## src/rtl/pc_sequencer.sv

```systemverilog
// pc_sequencer: program-counter sequencer at the front of fetch.
// Owns the PC register and selects the next-PC source each cycle:
// sequential, branch, jump, exception vector, hold or exception return.
// o_pc_sel uses the same 3-bit encoding as the PC source mux, so it also
// serves as a trace signal.
// Optional feature: define PC_SEQ_ALIGN_CHK_EN to enable target alignment
// checking. When it is undefined, targets load verbatim and o_misalign
// stays 0.
module pc_sequencer #(
  parameter logic [31:0] RESET_VECTOR = 32'h0000_0000,
  parameter logic [31:0] EXC_VECTOR   = 32'h0000_0080
) (
  input  logic        clk,
  input  logic        rst,
  input  logic        i_stall,
  input  logic        i_branch_taken,
  input  logic [31:0] i_branch_target,
  input  logic        i_jump,
  input  logic [31:0] i_jump_target,
  input  logic        i_exc_req,
  input  logic        i_eret,
  output logic [31:0] o_pc,
  output logic [2:0]  o_pc_sel,
  output logic        o_flush,
  output logic [31:0] o_epc,
  output logic        o_in_trap,
  output logic        o_misalign
);

  // Next-PC source encodings, shared with the external PC mux.
  localparam logic [2:0] SEL_SEQ  = 3'b000;
  localparam logic [2:0] SEL_BR   = 3'b001;
  localparam logic [2:0] SEL_JMP  = 3'b010;
  localparam logic [2:0] SEL_EXC  = 3'b011;
  localparam logic [2:0] SEL_HOLD = 3'b100;
  localparam logic [2:0] SEL_EPC  = 3'b101;

`ifdef PC_SEQ_ALIGN_CHK_EN
  localparam logic ALIGN_CHK = 1'b1;
`else
  localparam logic ALIGN_CHK = 1'b0;
`endif

  typedef enum logic {
    ST_RUN  = 1'b0,
    ST_TRAP = 1'b1
  } state_t;

  state_t      r_state;
  state_t      w_state_next;
  logic [31:0] r_pc;
  logic [31:0] r_epc;
  logic [31:0] w_epc_next;
  logic [31:0] w_pc_raw;
  logic [31:0] w_pc_next;
  logic [31:0] w_pc_plus4;
  logic [2:0]  w_sel;
  logic        r_flush;
  logic        w_flush_next;
  logic        w_mis_next;
  logic        w_jt_bad;
  logic        w_bt_bad;
  logic        w_epc_bad;

  // Misaligned-target detection; collapses to 0 when checking is disabled.
  assign w_jt_bad  = ALIGN_CHK & (i_jump_target[1:0] != 2'b00);
  assign w_bt_bad  = ALIGN_CHK & (i_branch_target[1:0] != 2'b00);
  assign w_epc_bad = ALIGN_CHK & (r_epc[1:0] != 2'b00);

  // Sequential successor wraps naturally modulo 2^32.
  assign w_pc_plus4 = r_pc + 32'd4;

  // Next-state and select decode; priority order differs between RUN and TRAP.
  always_comb begin
    w_sel        = SEL_SEQ;
    w_state_next = r_state;
    w_epc_next   = r_epc;
    w_mis_next   = 1'b0;
    if (rst) begin
      w_sel = SEL_SEQ;
    end else if (r_state == ST_RUN) begin
      // eret is meaningless outside a handler, so RUN never looks at it.
      if (i_exc_req) begin
        w_sel        = SEL_EXC;
        w_epc_next   = r_pc;
        w_state_next = ST_TRAP;
      end else if (i_stall) begin
        w_sel = SEL_HOLD;
      end else if (i_jump) begin
        if (w_jt_bad) begin
          w_sel        = SEL_EXC;
          w_epc_next   = r_pc;
          w_state_next = ST_TRAP;
          w_mis_next   = 1'b1;
        end else begin
          w_sel = SEL_JMP;
        end
      end else if (i_branch_taken) begin
        if (w_bt_bad) begin
          w_sel        = SEL_EXC;
          w_epc_next   = r_pc;
          w_state_next = ST_TRAP;
          w_mis_next   = 1'b1;
        end else begin
          w_sel = SEL_BR;
        end
      end else begin
        w_sel = SEL_SEQ;
      end
    end else begin
      // No nested exceptions: exc_req is ignored and epc is preserved.
      // Inside the handler a misaligned target cannot trap again, so it
      // is aligned down instead and only flagged.
      if (i_stall) begin
        w_sel = SEL_HOLD;
      end else if (i_eret) begin
        w_sel        = SEL_EPC;
        w_state_next = ST_RUN;
        w_mis_next   = w_epc_bad;
      end else if (i_jump) begin
        w_sel      = SEL_JMP;
        w_mis_next = w_jt_bad;
      end else if (i_branch_taken) begin
        w_sel      = SEL_BR;
        w_mis_next = w_bt_bad;
      end else begin
        w_sel = SEL_SEQ;
      end
    end
  end

  // PC source mux driven by the select; 110/111 are never produced.
  always_comb begin
    w_pc_raw = w_pc_plus4;
    case (w_sel)
      SEL_SEQ:  w_pc_raw = w_pc_plus4;
      SEL_BR:   w_pc_raw = i_branch_target;
      SEL_JMP:  w_pc_raw = i_jump_target;
      SEL_EXC:  w_pc_raw = EXC_VECTOR;
      SEL_HOLD: w_pc_raw = r_pc;
      SEL_EPC:  w_pc_raw = r_epc;
      default:  w_pc_raw = w_pc_plus4;
    endcase
  end

  // A flagged load only reaches the PC inside TRAP (RUN turns it into the
  // exception vector), so forcing the low bits here aligns exactly those.
  assign w_pc_next = w_mis_next ? {w_pc_raw[31:2], 2'b00} : w_pc_raw;

  // Any redirect away from pc+4/hold costs the fetched instruction.
  assign w_flush_next = (w_sel == SEL_BR) || (w_sel == SEL_JMP) ||
                        (w_sel == SEL_EXC) || (w_sel == SEL_EPC);

  // State, PC, EPC and flush registers with synchronous reset.
  always_ff @(posedge clk) begin
    if (rst) begin
      r_state <= ST_RUN;
      r_pc    <= RESET_VECTOR;
      r_epc   <= 32'h0000_0000;
      r_flush <= 1'b0;
    end else begin
      r_state <= w_state_next;
      r_pc    <= w_pc_next;
      r_epc   <= w_epc_next;
      r_flush <= w_flush_next;
    end
  end

`ifdef PC_SEQ_ALIGN_CHK_EN
  logic r_misalign;

  // One-cycle pulse marking a misaligned target that was trapped or aligned.
  always_ff @(posedge clk) begin
    if (rst) begin
      r_misalign <= 1'b0;
    end else begin
      r_misalign <= w_mis_next;
    end
  end

  assign o_misalign = r_misalign;
`else
  assign o_misalign = 1'b0;
`endif

  assign o_pc      = r_pc;
  assign o_pc_sel  = w_sel;
  assign o_flush   = r_flush;
  assign o_epc     = r_epc;
  assign o_in_trap = (r_state == ST_TRAP);

endmodule
```

## config.mk

```make
export PLATFORM = sky130hd
export DESIGN_NAME = pc_sequencer
export DESIGN_NICKNAME = d
export VERILOG_FILES = /design/src/rtl/pc_sequencer.sv
export SDC_FILE = /design/constraint.sdc
export NUM_CORES = 1
export LEC_CHECK = 0
export CORE_ASPECT_RATIO = 0.9
export CORE_UTILIZATION = 44
export DETAILED_ROUTE_END_ITERATION = 8
export GPL_ROUTABILITY_DRIVEN = 0
export PLACE_DENSITY = 0.78
export SYNTH_ARGS = -nofsm -noshare
export SYNTH_HDL_FRONTEND = slang
export SYNTH_SLANG_ARGS = --single-unit
```

## constraint.sdc

```tcl
create_clock -name clk -period 2.39 [get_ports clk]
set_input_delay 0.478 -clock clk [delete_from_list [all_inputs] [get_ports clk]]
set_output_delay 0.478 -clock clk [all_outputs]
set_load 0.005 [all_outputs]
```

==> results of run 1 <==
[how the worst max path moves through the flow]
| stage | from | endpoint | slack (ps) | cells after the start |
|---|---|---|---|---|
| 2_1_floorplan | o_pc[2] | o_pc[20] | 500 | 6 |
| 3_3_place_gp | i_jump | o_pc_sel[0] | -120 | 6 |
| 3_5_place_dp | i_jump | o_pc[28] | -170 | 8 |
| 4_1_cts | i_exc_req | o_pc_sel[2] | -4 | 5 |
| 5_1_grt | i_jump | o_pc_sel[0] | 10 | 6 |
| 6_report | i_jump | o_pc_sel[0] | 100 | 6 |
[synthesized netlist by cell type (6+ instances only)]
master,n
nand3_1,17
a21oi_1,57
nand4_1,15
and4_1,7
a31oi_1,10
a211oi_1,7
a221oi_1,9
buf_2,10
clkbuf_1,16
inv_1,7
a222oi_1,12
nor2_1,21
nor3_1,6
o21ai_0,11
dfxtp_1,66
nand2_1,95
a22oi_1,7
[power by group through the flow]
stage | Combinational (mW) | Clock [mW] | Sequential (mW)
after floorplan | 0.248 | 0 | 1.23
after global placement | 0.616 | 0 | 1.24
after detailed placement | 0.624 | 0 | 1.25
after CTS | 0.629 | 0.998 | 1.22
after global routing | 0.683 | 1.05 | 1.23
final | 0.639 | 1.00 | 1.23
[flip-flops by register name (all words and copies together) (netlist names)]
signal     flops
o_epc         32
o_flush        1
o_pc          32
o_in_trap      1
[worst max-delay path: cells and delay by family]
| family | cells | cell delay, ps |
|---|---|---|
| AOI/OAI and AO/OA | 1 | 160 |
| and+or+nand+nor | 3 | 350 |
| buffers and inverters | 2 | 820 |
[per-layer routing]
| metal | wire length (µm) | vias up | share of wire (%) | global-route usage [%] |
|---|---|---|---|---|
| li1 | - | 2124 | - | - |
| met1 | 5850 | 2192 | 41 | 44.4 |
| met2 | 6470 | 350 | 45 | 52.9 |
| met3 | 1600 | 36 | 11 | 7.19 |
| met4 | 310 | 0 | 2.2 | 12.2 |
| met5 | 0 | - | 0 | 0 |
[through the flow]
step | power, mW | setup TNS (ps)
2_1_floorplan | 1.48 | 0
3_3_place_gp | 1.86 | -1240
5_1_grt | 2.97 | 0
3_5_place_dp | 1.87 | -3400
4_1_cts | 2.85 | -4.31
6_report | 2.87 | 0
[repair_timing]
action | in CTS | in global routing
endpoints found under the setup margin | 3 | 2
gates cloned | 0 | 0
gates resized for setup | 10 | 2
pin swaps | 0 | 0
[final cells by class]
class / instances / area (µm²)
fillers: 651 / 2310
multi-input cells: 357 / 2180
repair buffers: 203 / 1900
flip-flops and latches: 66 / 1320
clock buffers: 12 / 155
well taps: 99 / 124
clock inverters: 4 / 50.0
inverters: 8 / 30.0
[cell families after synthesis]
logic type / count (synthesis)
multiplexers: 3
buffers and inverters: 44
AO/OA/AOI/OAI: 152
other: 1
adder cells (fa/ha/maj): 1
flip-flops: 66
XOR/XNOR: 3
AND/OR/NAND/NOR: 197
==> metrics.md, run 1 <==
| Metric | Value |
|---|---|
| Place WS | -172 ps |
| Initial antenna violation count | 0 |
| Worst path slowest cell | clkdlybuf4s50_1 |
| Gr usage total | 33.1% |
| Post-Synth Simple-Gate Area | 27.0% |
| Core area | 8070 µm² |
| CP max stage delay | 500 ps |
| I/O pin count | 141 |
| Fraction of registers with async set/reset | 0% |
| Detailed placer's ending HPWL | 10000 µm |
| Crit-path cells | dlygate4sd2_1, nand2b_1, a21oi_2, nor2_1, nor2_1, clkdlybuf4s50_1 |
| Fin crit share | 95.6% |
| Die Y | 88.9 µm |
| CTS Buf Count | 9 |
| Slew headroom | 64.1% |
| Synth unique cells | 71 |
| Worst skew pair latency | 350 ps |
| Failing checks | design-rule violations |
| Net Sw Power | 0.824 mW |
| Design area | 5760 µm² |
| Hold Slack | 477 ps |
| Synthesized instance count | 467 |
| Worst-Margin Slew | 537 ps |
| Setup violators final | 0 |
| Clock slew at reported path FFs | 70 ps |
| Sw Share | 28.7% |
| # DRC | 4 |
| Hold Path End | o_epc[24] |
| Hold wc startpoint | o_epc[24] |
| Placed cell areas | 5540 µm² |
| Core Util, Final | 71.4% |
| Cell repeated most along the worst path | nor2_1 |
| Top cell type by total area after synthesis | dfxtp_1 |
| Flop2flop setup slack | 300 ps |
| Htree depth | 3 |
| Status | complete, but fails checks |
| Largest net degree at the start of global routing | 38 |
| CP required | 1910 ps |
| Final worst slack | 104 ps |
| Clk_skew | 7.39 ps |
| Unrepaired setup endpoints after global routing | false |
| Reg2reg end | o_pc[20] |
| Clock Path Buffers | 2 |
| Hold depth | 2 |
| Primary FF master, synth | dfxtp_1 |
| IO Port Bufs | 139 |
| Vias in the first global route | 4423 |
| Setup crit start kind | primary input |
| Cell internal pwr | 2.04 mW |
| Synth Net Count | 539 |
| Most common cell after layout, fill and taps aside | clkdlybuf4s50_1 |
| Layout cell share with drive strength beyond 1 | 15.7% |
| Syn_area_per_cell | 7.90 µm² |
| Worst Hold Class | register to register |
| Routed wire length | 14200 µm |
| Via Count | 4702 |
| Synth Cell Area | 3690 µm² |
| Max VDD drop | 0.259 mV |
| Endpoints failing hold | 0 |
| Achievable frequency | 437 MHz |
| Main combinational cell family by area after synthesis | compound AO/OA/AOI/OAI gates |
| Post-Synth Adder-Cell Area | 0.339% |
| GRT Residual Overflow | 0 |
| Synthesized flop and latch total | 66 |
| R2R depth | 6 |
| PwrDens | 498 nW/µm² |
| Crit path kind | primary input to output pin |
| MaxCap Viol Count | 0 |
| Die width | 98.5 µm |
| Root Buffer | clkbuf_8 |
| CTS tree | yes |
| Router iterations before antenna repair | 9 |
| CTS Hold Bufs | 0 |
| Most frequent cells in the layout | clkdlybuf4s50_1, nand2_1, dfxtp_1, buf_4, a21oi_1 |
| Post-DR vias/cell | 6.28 |
| Fin crit period | 2290 ps |
| Clock Sinks | 66 |
| Final Slew Violations | 0 |
| Post-route ant nets | 0 |
| Post-CTS setup buffer count | 0 |
| First-pass GRT wire length | 22600 µm |
| Initial core utilization | 45.7% |
| Arr. time, crit path | 1810 ps |
| Final std cells w/o fill | 749 |
| Xor/xnor share of the synthesized area | 0.712% |
| Synthesis warning total | 0 |
| Wire per inst | 19.0 µm |
| Post-synth EDFFs | 0 |
| Yosys top cell area share | 35.8% |
| Rows | 31 |
| Seq/Total Area, Yosys | 35.8% |
| Clock network fraction of total power | 35.0% |
| Mux share of post-synthesis cell area | 1.05% |
| Reg power frac | 42.8% |
| Critical Path Fanout Max | 7 |
| Top post-synthesis cells by area | dfxtp_1, nand2_1, a21oi_1 |
| Ant diodes | 0 |
| Area of the die | 8750 µm² |
| P_leak | 2.12 nW |
| Compound-Gate Fraction of Synth Area | 29.3% |
| Reg2reg start | o_pc[2] |
| Gate power share | 22.3% |
| Crit. End Element | output pin |
| Nets@finish | 717 |
| 1st-iter DRT viols | 458 |
| DP Cell Count | 733 |
| Synth-to-Final Area Change | 56.2% |
Note: power is estimated with default switching activity, not from simulation.
==> run 2: changes to the inputs <==
Settings changed: SETUP_SLACK_MARGIN set to 0.1.
==> metrics.md, run 2 (synthesis gave the netlist of run 1 again) <==
| Metric | Value |
|---|---|
| Slew headroom | 61.9% (was 64.1%) |
| # DRC | 4 (unchanged) |
| Initial antenna violation count | 0 (unchanged) |
| DP Cell Count | 733 (unchanged) |
| CP required | 1910 ps (about the same) |
| CTS Hold Bufs | 0 (unchanged) |
| Synth-to-Final Area Change | 56.0% (was 56.2%) |
| Final worst slack | 201 ps (was 104 ps) |
| First-pass GRT wire length | 22600 µm (unchanged) |
| Worst-Margin Slew | 570 ps (was 537 ps) |
| Die Y | 88.9 µm (unchanged) |
| Post-DR vias/cell | 6.31 (was 6.28) |
| Failing checks | design-rule violations (unchanged) |
| Detailed placer's ending HPWL | 10000 µm (unchanged) |
| Hold depth | 2 (unchanged) |
| Core area | 8070 µm² (unchanged) |
| Root Buffer | clkbuf_8 (unchanged) |
| Crit-path cells | dlygate4sd2_1, buf_4, a21oi_2, nor2_1, nor2_1, clkdlybuf4s50_1 (was dlygate4sd2_1, nand2b_1, a21oi_2, nor2_1, nor2_1, clkdlybuf4s50_1) |
| Most frequent cells in the layout | clkdlybuf4s50_1, nand2_1, dfxtp_1, buf_4, a21oi_1 (unchanged) |
| Htree depth | 3 (unchanged) |
| Die width | 98.5 µm (unchanged) |
| Clock Sinks | 66 (unchanged) |
| Via Count | 4723 (was 4702) |
| Fin crit period | 2190 ps (was 2290 ps) |
| CP max stage delay | 500 ps (about the same) |
| Ant diodes | 0 (unchanged) |
| Clk_skew | 7.09 ps (was 7.39 ps) |
| Achievable frequency | 457 MHz (was 437 MHz) |
| Area of the die | 8750 µm² (unchanged) |
| Max VDD drop | 0.259 mV (about the same) |
| Final Slew Violations | 0 (unchanged) |
| Critical Path Fanout Max | 5 (was 7) |
| Layout cell share with drive strength beyond 1 | 15.8% (was 15.7%) |
| Router iterations before antenna repair | 9 (unchanged) |
| Setup crit start kind | primary input (unchanged) |
| Initial core utilization | 45.7% (unchanged) |
| Setup violators final | 0 (unchanged) |
| CTS Buf Count | 9 (unchanged) |
| 1st-iter DRT viols | 518 (was 458) |
| Worst skew pair latency | 350 ps (about the same) |
| Rows | 31 (unchanged) |
| PwrDens | 498 nW/µm² (about the same) |
| Arr. time, crit path | 1710 ps (was 1810 ps) |
| I/O pin count | 141 (unchanged) |
| Clock slew at reported path FFs | 70 ps (about the same) |
| Clock Path Buffers | 2 (unchanged) |
| Worst Hold Class | register to register (unchanged) |
| Crit. End Element | output pin (unchanged) |
| Nets@finish | 717 (unchanged) |
| Worst path slowest cell | clkdlybuf4s50_1 (unchanged) |
| Endpoints failing hold | 0 (unchanged) |
| Status | complete, but fails checks (unchanged) |
| Unrepaired setup endpoints after global routing | false (unchanged) |
| Fin crit share | 91.6% (was 95.6%) |
| Power Total | 2.86 mW (was 2.87 mW) |
| Crit path kind | primary input to output pin (unchanged) |
| Setup TNS | 0 ps (unchanged) |
| Cell repeated most along the worst path | nor2_1 (unchanged) |
| Gr usage total | 33.1% (unchanged) |
| Vias in the first global route | 4427 (was 4423) |
| Place WS | -172 ps (unchanged) |
| Routed wire length | 14300 µm (was 14200 µm) |
| GRT Residual Overflow | 0 (unchanged) |
| Wire per inst | 19.1 µm (was 19.0 µm) |
| R2R depth | 6 (unchanged) |
| IO Port Bufs | 139 (unchanged) |
| P_leak | 2.10 nW (was 2.12 nW) |
| CTS tree | yes (unchanged) |
| Most common cell after layout, fill and taps aside | clkdlybuf4s50_1 (unchanged) |
| Post-route ant nets | 0 (unchanged) |
| Largest net degree at the start of global routing | 38 (unchanged) |
| MaxCap Viol Count | 0 (unchanged) |
| Final std cells w/o fill | 749 (unchanged) |
## run 2: changes by cell type in the layout (fill, tap and decap cells not counted)
cell	previous run	this run
clkbuf_2	0	1
clkdlybuf4s15_1	0	1
dfxtp_2	1	0
dfxtp_4	0	1
dlygate4sd2_1	5	4
dlymetal6s2s_1	1	0
nor2b_2	0	1
nor2b_4	2	1
## run 2: critical path: cells and delay by family
family,cells,cell delay [ps]
buffers and inverters,3,960
AND/OR/NAND/NOR,2,160
AO/OA/AOI/OAI,1,120
## run 2: repair_timing
item	in CTS	in global routing
setup buffers	0	0
pin swaps	0	0
resized for setup	11	4
setup endpoints to repair	3	2
## run 2: where the power goes
part / switching [mW] / internal, mW
clock network: 0.462 / 0.538
logic: 0.286 / 0.354
registers: 0.0739 / 1.15
## run 2: cell type report
class | count | area [µm²]
well taps | 99 | 124
inverters | 8 | 30.0
flip-flops and latches | 66 | 1330
multi-input cells | 357 | 2170
repair buffers | 203 | 1890
fillers | 650 | 2310
clock buffers | 12 | 155
clock inverters | 4 | 50.0
## run 2: worst paths after layout
kind | startpoint | end | slack (ps)
min reg2reg | o_epc[24] | o_epc[24] | 480
max reg2reg | o_pc[2] | o_pc[20] | 310
min | o_epc[24] | o_epc[24] | 480
max | i_stall | o_pc_sel[0] | 200
## run 2: routing by layer
| layer | vias up | track usage, % | wire [µm] |
|---|---|---|---|
| li1 | 2126 | - | - |
| met1 | 2236 | 44.3 | 6020 |
| met2 | 337 | 53.1 | 6550 |
| met3 | 24 | 7.19 | 1520 |
| met4 | 0 | 12.1 | 225 |
| met5 | - | 0 | 0 |
## run 2: metrics by stage
step                area, µm²  utilization (%)  hold WS [ps]
detailed placement       5540             68.7           465
global placement         5540             68.7           454
floorplan                3690                -           461
global route             5750             71.3           494
finish                   5750             71.3           478
CTS                      5750             71.3           478
